`src/rtl/control_pipe.sv`:
```
// control_pipe: RV32I opcode decoder feeding an ID/EX -> EX/MEM -> MEM/WB
// control pipeline, with load-use hazard detection and branch/jump flush.
// Optional feature macro: CONTROL_PIPE_ILLEGAL_EN (flags unknown opcodes in
// bit 12 of the control word and on illegal_o when the word reaches EX).
module control_pipe #(
  parameter int unsigned CTRL_WIDTH = 16,
  parameter int unsigned REG_ADDR_W = 5
) (
  input  logic                  clk_i,
  input  logic                  rst_i,
  input  logic                  valid_i,
  input  logic [6:0]            opcode_i,
  input  logic [REG_ADDR_W-1:0] rs1_i,
  input  logic [REG_ADDR_W-1:0] rs2_i,
  input  logic [REG_ADDR_W-1:0] rd_i,
  input  logic                  flush_i,
  output logic                  stall_o,
  output logic [CTRL_WIDTH-1:0] ctrl_ex_o,
  output logic [CTRL_WIDTH-1:0] ctrl_mem_o,
  output logic [CTRL_WIDTH-1:0] ctrl_wb_o,
  output logic [REG_ADDR_W-1:0] rd_ex_o,
  output logic [REG_ADDR_W-1:0] rd_mem_o,
  output logic [REG_ADDR_W-1:0] rd_wb_o,
  output logic                  illegal_o
);

  // Meaningful decoded bits; anything above is zero-extended.
  localparam int unsigned DEC_W = 13;

  localparam logic [6:0] OP_RTYPE  = 7'b0110011;
  localparam logic [6:0] OP_ITYPE  = 7'b0010011;
  localparam logic [6:0] OP_LOAD   = 7'b0000011;
  localparam logic [6:0] OP_STORE  = 7'b0100011;
  localparam logic [6:0] OP_BRANCH = 7'b1100011;
  localparam logic [6:0] OP_JAL    = 7'b1101111;
  localparam logic [6:0] OP_JALR   = 7'b1100111;
  localparam logic [6:0] OP_LUI    = 7'b0110111;
  localparam logic [6:0] OP_AUIPC  = 7'b0010111;

  // Control word bit positions.
  localparam int unsigned B_MEM2REG = 0;
  localparam int unsigned B_REGWR   = 1;
  localparam int unsigned B_MEMWE   = 2;
  localparam int unsigned B_MEMRE   = 3;
  localparam int unsigned B_BRANCH  = 4;
  localparam int unsigned B_ALUSRC  = 5;
  localparam int unsigned B_ALUOP   = 6;
  localparam int unsigned B_JAL     = 8;
  localparam int unsigned B_JALR    = 9;
  localparam int unsigned B_LUI     = 10;
  localparam int unsigned B_AUIPC   = 11;
  localparam int unsigned B_ILLEGAL = 12;

  logic [DEC_W-1:0]      w_dec;
  logic [CTRL_WIDTH-1:0] w_ctrl_dec;
  logic                  w_rs1_used;
  logic                  w_rs2_used;
  logic                  w_stall;
  logic                  w_bubble;

  logic [CTRL_WIDTH-1:0] r_ctrl_ex;
  logic [CTRL_WIDTH-1:0] r_ctrl_mem;
  logic [CTRL_WIDTH-1:0] r_ctrl_wb;
  logic [REG_ADDR_W-1:0] r_rd_ex;
  logic [REG_ADDR_W-1:0] r_rd_mem;
  logic [REG_ADDR_W-1:0] r_rd_wb;

  // ID-stage decode: control word plus which source registers are read.
  always_comb begin
    w_dec      = '0;
    w_rs1_used = 1'b0;
    w_rs2_used = 1'b0;
    case (opcode_i)
      OP_RTYPE: begin
        w_dec[B_REGWR]            = 1'b1;
        w_dec[B_ALUSRC]           = 1'b1;
        w_dec[B_ALUOP+1:B_ALUOP]  = 2'b10;
        w_rs1_used                = 1'b1;
        w_rs2_used                = 1'b1;
      end
      OP_ITYPE: begin
        w_dec[B_REGWR]            = 1'b1;
        w_dec[B_ALUOP+1:B_ALUOP]  = 2'b10;
        w_rs1_used                = 1'b1;
      end
      OP_LOAD: begin
        w_dec[B_MEMRE]            = 1'b1;
        w_dec[B_REGWR]            = 1'b1;
        w_dec[B_MEM2REG]          = 1'b1;
        w_rs1_used                = 1'b1;
      end
      OP_STORE: begin
        w_dec[B_MEMWE]            = 1'b1;
        w_rs1_used                = 1'b1;
        w_rs2_used                = 1'b1;
      end
      OP_BRANCH: begin
        w_dec[B_BRANCH]           = 1'b1;
        w_dec[B_ALUSRC]           = 1'b1;
        w_dec[B_ALUOP+1:B_ALUOP]  = 2'b01;
        w_rs1_used                = 1'b1;
        w_rs2_used                = 1'b1;
      end
      OP_JAL: begin
        w_dec[B_JAL]              = 1'b1;
        w_dec[B_REGWR]            = 1'b1;
      end
      OP_JALR: begin
        w_dec[B_JALR]             = 1'b1;
        w_dec[B_REGWR]            = 1'b1;
        w_rs1_used                = 1'b1;
      end
      OP_LUI: begin
        w_dec[B_LUI]              = 1'b1;
        w_dec[B_REGWR]            = 1'b1;
      end
      OP_AUIPC: begin
        w_dec[B_AUIPC]            = 1'b1;
        w_dec[B_REGWR]            = 1'b1;
      end
      default: begin
`ifdef CONTROL_PIPE_ILLEGAL_EN
        w_dec[B_ILLEGAL]          = valid_i;
`else
        w_dec                     = '0;
`endif
      end
    endcase
    // x0 is never written; jump flags still needed for PC redirect.
    if (rd_i == '0) begin
      w_dec[B_REGWR] = 1'b0;
    end
  end

  assign w_ctrl_dec = CTRL_WIDTH'(w_dec);

  // Load-use hazard: the load in EX writes a register the ID instruction reads.
  assign w_stall = valid_i & ~flush_i & r_ctrl_ex[B_MEMRE] & (r_rd_ex != '0) &
                   ((w_rs1_used & (rs1_i == r_rd_ex)) |
                    (w_rs2_used & (rs2_i == r_rd_ex)));

  assign w_bubble = flush_i | w_stall | ~valid_i;

  // Pipeline registers; EX takes a bubble on flush/stall/invalid, MEM/WB always advance.
  always_ff @(posedge clk_i) begin
    if (rst_i) begin
      r_ctrl_ex  <= '0;
      r_ctrl_mem <= '0;
      r_ctrl_wb  <= '0;
      r_rd_ex    <= '0;
      r_rd_mem   <= '0;
      r_rd_wb    <= '0;
    end else begin
      r_ctrl_ex  <= w_bubble ? '0 : w_ctrl_dec;
      r_rd_ex    <= w_bubble ? '0 : rd_i;
      r_ctrl_mem <= r_ctrl_ex;
      r_rd_mem   <= r_rd_ex;
      r_ctrl_wb  <= r_ctrl_mem;
      r_rd_wb    <= r_rd_mem;
    end
  end

  assign stall_o    = w_stall;
  assign ctrl_ex_o  = r_ctrl_ex;
  assign ctrl_mem_o = r_ctrl_mem;
  assign ctrl_wb_o  = r_ctrl_wb;
  assign rd_ex_o    = r_rd_ex;
  assign rd_mem_o   = r_rd_mem;
  assign rd_wb_o    = r_rd_wb;

`ifdef CONTROL_PIPE_ILLEGAL_EN
  assign illegal_o = r_ctrl_ex[B_ILLEGAL];
`else
  assign illegal_o = 1'b0;
`endif

endmodule

```
`config.mk`:
```
export PLATFORM = sky130hd
export DESIGN_NAME = control_pipe
export DESIGN_NICKNAME = d
export VERILOG_FILES = /design/src/rtl/control_pipe.sv
export SDC_FILE = /design/constraint.sdc
export NUM_CORES = 1
export LEC_CHECK = 0
export BUFFER_PORTS_ARGS = -buffer_cell sky130_fd_sc_hd__buf_2
export CORE_MARGIN = 3
export CORE_UTILIZATION = 43
export DETAILED_ROUTE_END_ITERATION = 10
export PLACE_DENSITY = 0.77
export SLEW_MARGIN = 5
export SYNTH_ARGS = -nofsm -noshare
export SYNTH_HDL_FRONTEND = slang
export SYNTH_SLANG_ARGS = --single-unit
```
`constraint.sdc`:
```
create_clock -name clk_i -period 1.6 [get_ports clk_i]
set_input_delay 0.16 -clock clk_i [delete_from_list [all_inputs] [get_ports clk_i]]
set_output_delay 0.16 -clock clk_i [all_outputs]
set_load 0.02 [all_outputs]
```
==> results of run 1 <==
==> how the worst max path moves through the flow <==
stage          cells after the start  slack (ps)      endpoint  startpoint
6_report                           5        -260       stall_o  rd_ex_o[0]
5_1_grt                            6        -400       stall_o  rd_ex_o[0]
4_1_cts                            5        -260       stall_o  rd_ex_o[0]
3_5_place_dp                       5        -130  ctrl_ex_o[7]  rd_ex_o[0]
3_3_place_gp                       6          10       stall_o  rd_ex_o[0]
2_1_floorplan                      5          20       stall_o  rd_ex_o[0]
==> cell families (layout without fill, tap and decap cells) <==
family                 count (synthesis)  count (layout)
XOR/XNOR                              11              11
flip-flops                            45              45
buffers and inverters                 26              96
AND/OR/NAND/NOR                       69              69
AO/OA/AOI/OAI                          6               6
other                                  1              13
==> worst min-delay path, cell delays in order <==
cell and delay (ps):
buf_2 100, nand2_1 50, nor2_1 30
==> timing repair <==
item	in CTS	in global routing
resized for setup	10	0
setup endpoints to repair	9	13
pin swaps	3	1
==> routing by layer <==
metal / global-route usage [%] / up-vias
met5: 0 / -
met1: 17.95 / 584
li1: - / 649
met3: 5.835 / 7
met2: 24.91 / 59
met4: 6.700 / 0
==> power breakdown <==
group / internal, mW / switching [mW]
registers: 1.13 / 0.00468
logic: 0.0685 / 0.107
clock network: 0.342 / 0.322
==> layout make-up <==
cell class,count,area (sq um)
clock buffer,7,86.33
fill,364,1498
inverter,1,3.754
multi-input combinational,99,686.9
sequential,45,907.1
tap,48,60.06
timing repair buffer,88,474.2
==> flip-flops by register name, summed over array words and instances (netlist names) <==
register    count
ctrl_ex_o      10
rd_wb_o         5
rd_ex_o         5
ctrl_mem_o     10
ctrl_wb_o      10
rd_mem_o        5
==> stage by stage <==
| stage | TNS (ps) | cell area (sq um) |
|---|---|---|
| after floorplan | 0 | 1734 |
| after global placement | 0 | 2087 |
| after detailed placement | -246.5 | 2087 |
| after CTS | -394.7 | 2218 |
| after global routing | -1221 | 2218 |
| final | -363.7 | 2218 |
==> synthesized netlist by cell type, drive strengths merged <==
cell / count / area [sq um]
nand3b: 2 / 15.01
nor2: 8 / 30.03
nand4: 3 / 18.77
a2111oi: 1 / 8.760
inv: 1 / 3.750
nor4b: 2 / 17.52
nor2b: 30 / 187.7
nor4: 4 / 61.31
xor2: 7 / 61.31
conb: 1 / 3.750
nor3b: 2 / 26.28
clkbuf: 3 / 11.26
or4: 2 / 15.01
or2b: 1 / 7.510
buf: 22 / 163.9
or2: 1 / 8.760
xnor2: 4 / 35.03
nand2b: 1 / 6.260
o2111ai: 1 / 8.760
a21oi: 1 / 8.760
o31ai: 1 / 7.510
nand4b: 1 / 8.760
dfxtp: 45 / 900.9
nor3: 4 / 20.02
and3b: 1 / 8.760
o21ai: 2 / 13.76
nand2: 7 / 26.28
==> impl_metrics.yaml, run 1 <==
placed_design:
  globalplace.congestion: 0.8798
  dp_hpwl_mm: 2.706
  port_buffers: 77
  place_inst: 281
  pre_cts_slack_ps: -134.6
floorplan:
  die_w_um: 68.61
  rows: 22
  core_region_area_sq_um: 3716
  ios: 91
  start_util_pct: 45.35
  die_area_sq_um: 4707
  die_h_um: 68.61
synth:
  synth_cell_types: 33
  synth_seq_area_share_pct: 53.45
  ys_seq_elements: 45
  synthMuxAreaShare_pct: 0
  synthSimpleGateAreaFrac_pct: 27.17
  synthAdderAreaFrac_pct: 0
  synth_compound_area_share_pct: 2.821
  netlist_instances: 158
  synth_top_family_by_area: "simple AND/OR/NAND/NOR gates"
  yosys_warnings: 0
  synthXorXnorAreaFrac_pct: 5.716
  synth.avg_cell_area_sq_um: 10.67
  synth_area_sq_um: 1685
hold_path:
  hold_path.startpoint: "rd_i[3]"
  hold_path_depth: 3
  hold_end: "rd_ex_o[3]"
  hold_path_class: "input port to flop"
cts:
  clkSlewWorstSetupHoldPaths_ps: 70
  postCtsHoldBufs: 0
  clk_latency_ps: 290
  cts_tree: "yes"
  post_cts_buffers: 0
  htreeDepth: 2
  clock_path_buffers: 2
  cts_root_buf: "clkbuf_8"
  clock-sinks: 45
  cts_buffers: 5
cells_and_area:
  instances_no_fill: 288
  drive_gt1_share_pct: 45.42
  utilization_pct: 59.70
  layout_common_cells: "buf_2, dfxtp_1, nor2b_1, conb_1, buf_4"
  layout_commonest_cell: "buf_2"
  area_growth_pct: 31.63
  antenna_cells: 0
  nets: 266
critical_path:
  rrSetupSlack_ps: -40
  critical_path_buf_inv_count: 1
  r2r_end: "ctrl_ex_o[3]"
  startpoint_type: "flop"
  cpPeakStageDelay_ps: 510
  rr_worst_depth: 5
  crit_arrival_ps: 1700
  crit_path_max_fanout: 5
  crit_chain: "or4_4 -> o21ai_2 -> a21oi_2 -> and3b_1 -> buf_6"
  rr_startpoint: "rd_ex_o[0]"
  critical_path_required_ps: 1440
  crit_path_top_delay_cell: "or4_4"
  worstSetupPathType: "flop to primary output"
  endpoint_kind: "primary output"
  cpLargestDelayFamily: "simple AND/OR/NAND/NOR gates"
global_route:
  antenna_found_initial: 0
  grt-ovfl-total: 0
  grt_pass1_wl_mm: 5.223
  grt_pass1_vias: 1200
  grt_max_degree: 31
  globalRouteTotalUtil_pct: 15.36
timing:
  timing.final.ws_setup_ps: -256.9
  fin_skew_ps: 5.928
  post-route-period-util_pct: 116.1
  finalSetupViolations: 5
  period_minus_slack_ps: 1857
  fmax_ghz: 0.5385
  hold_viol: 0
  rsz0062_at_grt: "yes"
  hold_slack_ps: 94.41
  slew_violations: 0
drt:
  drcViolationCount: 0
  wirelength_mm: 3.310
  met1_length_mm: 1.349
  wl_per_cell_um: 11.49
  dr.pass1.iters: 4
  top_layer: "met4"
  viasPerCell: 4.510
  drt-initial-drc-count: 48
  wl_met2_mm: 1.598
  route.met3.wl_um: 306
  vias: 1299
  drtAntennaViolNets: 0
power_and_ir_drop:
  power_density_nw_per_um2: 888.1
  p_total_mw: 1.970
  p_leak_nw: 1.097
  peakVddDrop_mv: 0.4075
status:
  violations: "setup timing"
  status: "finished, violations left"
flow_run:
  cap_violations: 0
No activity file was read; power rests on OpenSTA's default activity.
==> run 2: changes to the inputs <==
--- a/config.mk
+++ b/config.mk
@@ -8,6 +8,7 @@
 export BUFFER_PORTS_ARGS = -buffer_cell sky130_fd_sc_hd__buf_2
 export CORE_MARGIN = 3
 export CORE_UTILIZATION = 43
+export CTS_BUF_LIST = sky130_fd_sc_hd__clkbuf_8 sky130_fd_sc_hd__clkbuf_16
 export DETAILED_ROUTE_END_ITERATION = 10
 export PLACE_DENSITY = 0.77
 export SLEW_MARGIN = 5
==> run 2 against run 1 <==
Effect of this change:
- the flow still finishes with violations (setup timing)
- largest cell class unchanged
- critical path depth unchanged
- count of clock-buffer cells in the layout fell by 1
- fmax about the same
- worst hold slack barely moved
==> impl_metrics.yaml, run 2 (synthesis gave the netlist of run 1 again) <==
cells_and_area:
  layout_commonest_cell: "buf_2"
  layout_common_cells: "buf_2, dfxtp_1, nor2b_1, conb_1, buf_4"
  design_area_sq_um: 2218
  drive_gt1_share_pct: 45.42
  instances_no_fill: 288
  area_growth_pct: 31.63
  nFillCells: 364
  antenna_cells: 0
  nets: 266
floorplan:
  die_area_sq_um: 4707
  rows: 22
  start_util_pct: 45.35
  die_h_um: 68.61
  core_region_area_sq_um: 3716
  die_w_um: 68.61
  ios: 91
status:
  status: "finished, violations left"
  violations: "setup timing"
cts:
  clock-sinks: 45
  clk_latency_ps: 290
  cts_root_buf: "clkbuf_8"
  htreeDepth: 2
  post_cts_buffers: 0
  clock_path_buffers: 2
  cts_buffers: 5
  postCtsHoldBufs: 0
  cts_tree: "yes"
  clkSlewWorstSetupHoldPaths_ps: 70
critical_path:
  crit_path_max_fanout: 5
  rr_worst_depth: 5
  crit_chain: "or4_4 -> o21ai_2 -> a21oi_2 -> and3b_1 -> buf_6"
  rrSetupSlack_ps: -40
  startpoint_type: "flop"
  endpoint_kind: "primary output"
  worstSetupPathType: "flop to primary output"
  critical_path_required_ps: 1440
  cpPeakStageDelay_ps: 510
  rr_startpoint: "rd_ex_o[0]"
  r2r_end: "ctrl_ex_o[3]"
  crit_path_top_delay_cell: "or4_4"
  crit_arrival_ps: 1700
hold_path:
  hold_path_class: "input port to flop"
  hold_end: "rd_ex_o[3]"
  hold_path_depth: 3
  hold_path.startpoint: "rd_i[3]"
power_and_ir_drop:
  peakVddDrop_mv: 0.4074
  clockPowerShare_pct: 33.5
  pwr-share-comb_pct: 9.0
  p_total_mw: 1.964
  seqPwrFrac_pct: 57.6
  p_sw_uw: 433.4
  internal_power_mw: 1.530
  p_leak_nw: 1.101
  p_sw_share_pct: 22.07
  power_density_nw_per_um2: 885.1
global_route:
  grt_pass1_wl_mm: 5.223
  grt_pass1_vias: 1200
  globalRouteTotalUtil_pct: 15.36
  antenna_found_initial: 0
  grt-ovfl-total: 0
  grt_max_degree: 31
drt:
  drtAntennaViolNets: 0
  drt-initial-drc-count: 47
  viasPerCell: 4.521
  vias: 1302
  wirelength_mm: 3.312
  drcViolationCount: 0
  wl_per_cell_um: 11.50
  dr.pass1.iters: 4
timing:
  finalSetupViolations: 5
  fin_skew_ps: 6.043
  post-route-period-util_pct: 116.1
  period_minus_slack_ps: 1857
  hold_viol: 0
  hold_slack_ps: 94.89
  timing.final.ws_setup_ps: -257.0
  slew_violations: 0
  fmax_ghz: 0.5385
  rsz0062_at_grt: "yes"
placed_design:
  globalplace.congestion: 0.8798
  pre_cts_slack_ps: -134.6
  dp_hpwl_mm: 2.706
  port_buffers: 77
  place_inst: 281
  post_dp_cell_area_sq_um: 2087
flow_run:
  cap_violations: 0
[run 2: worst max path at each step]
stage	from	to	slack, ps	depth (start not counted)
detailed placement	rd_ex_o[0]	ctrl_ex_o[7]	-130	5
finish	rd_ex_o[0]	stall_o	-260	5
global placement	rd_ex_o[0]	stall_o	10	6
global route	rd_ex_o[0]	stall_o	-400	6
CTS	rd_ex_o[0]	stall_o	-260	5
floorplan	rd_ex_o[0]	stall_o	20	5
[run 2: final cells by class]
type | count | area [sq um] | area share [%]
Tap cell | 48 | 60.06 | 2.707
Timing Repair Buffer | 88 | 474.2 | 21.38
Clock buffer | 6 | 82.58 | 3.723
Inverter | 1 | 3.754 | 0.1692
Sequential cell | 45 | 907.1 | 40.89
Clock inverter | 1 | 3.754 | 0.1692
Multi-Input combinational cell | 99 | 686.9 | 30.96
[run 2: power groups by stage]
| stage | Sequential (mW) | Combinational, mW | Clock (mW) |
|---|---|---|---|
| after global placement | 1.16 | 0.170 | 0 |
| after global routing | 1.13 | 0.194 | 0.732 |
| after floorplan | 1.17 | 0.110 | 0 |
| after CTS | 1.13 | 0.177 | 0.682 |
| final | 1.13 | 0.176 | 0.657 |
| after detailed placement | 1.16 | 0.170 | 0 |
[run 2: metrics by stage]
stage          utilization [%]  setup TNS, ps
6_report                 59.70         -370.6
4_1_cts                  59.70         -393.8
3_3_place_gp             56.16              0
5_1_grt                  59.70          -1220
3_5_place_dp             56.16         -246.5
2_1_floorplan                -              0
[run 2: critical path, delay by kind of cell, from the launching register on]
family | cells | cell delay (ps)
and+or+nand+nor | 2 | 680
DFF | 1 | 370
AOI/OAI and AO/OA | 2 | 230
buffers and inverters | 1 | 130
[run 2: repair_timing]
action | 4_1_cts | 5_1_grt
pin swaps | 3 | 1
resized for setup | 10 | 0
endpoints found under the setup margin | 9 | 13
[run 2: routing by layer]
layer  track usage [%]  vias up  wire length (um)
li1                  -      649                 -
met5                 0        -                 0
met1             17.95      585              1337
met2             24.91       61              1608
met4             6.700        0                55
met3             5.835        7               311
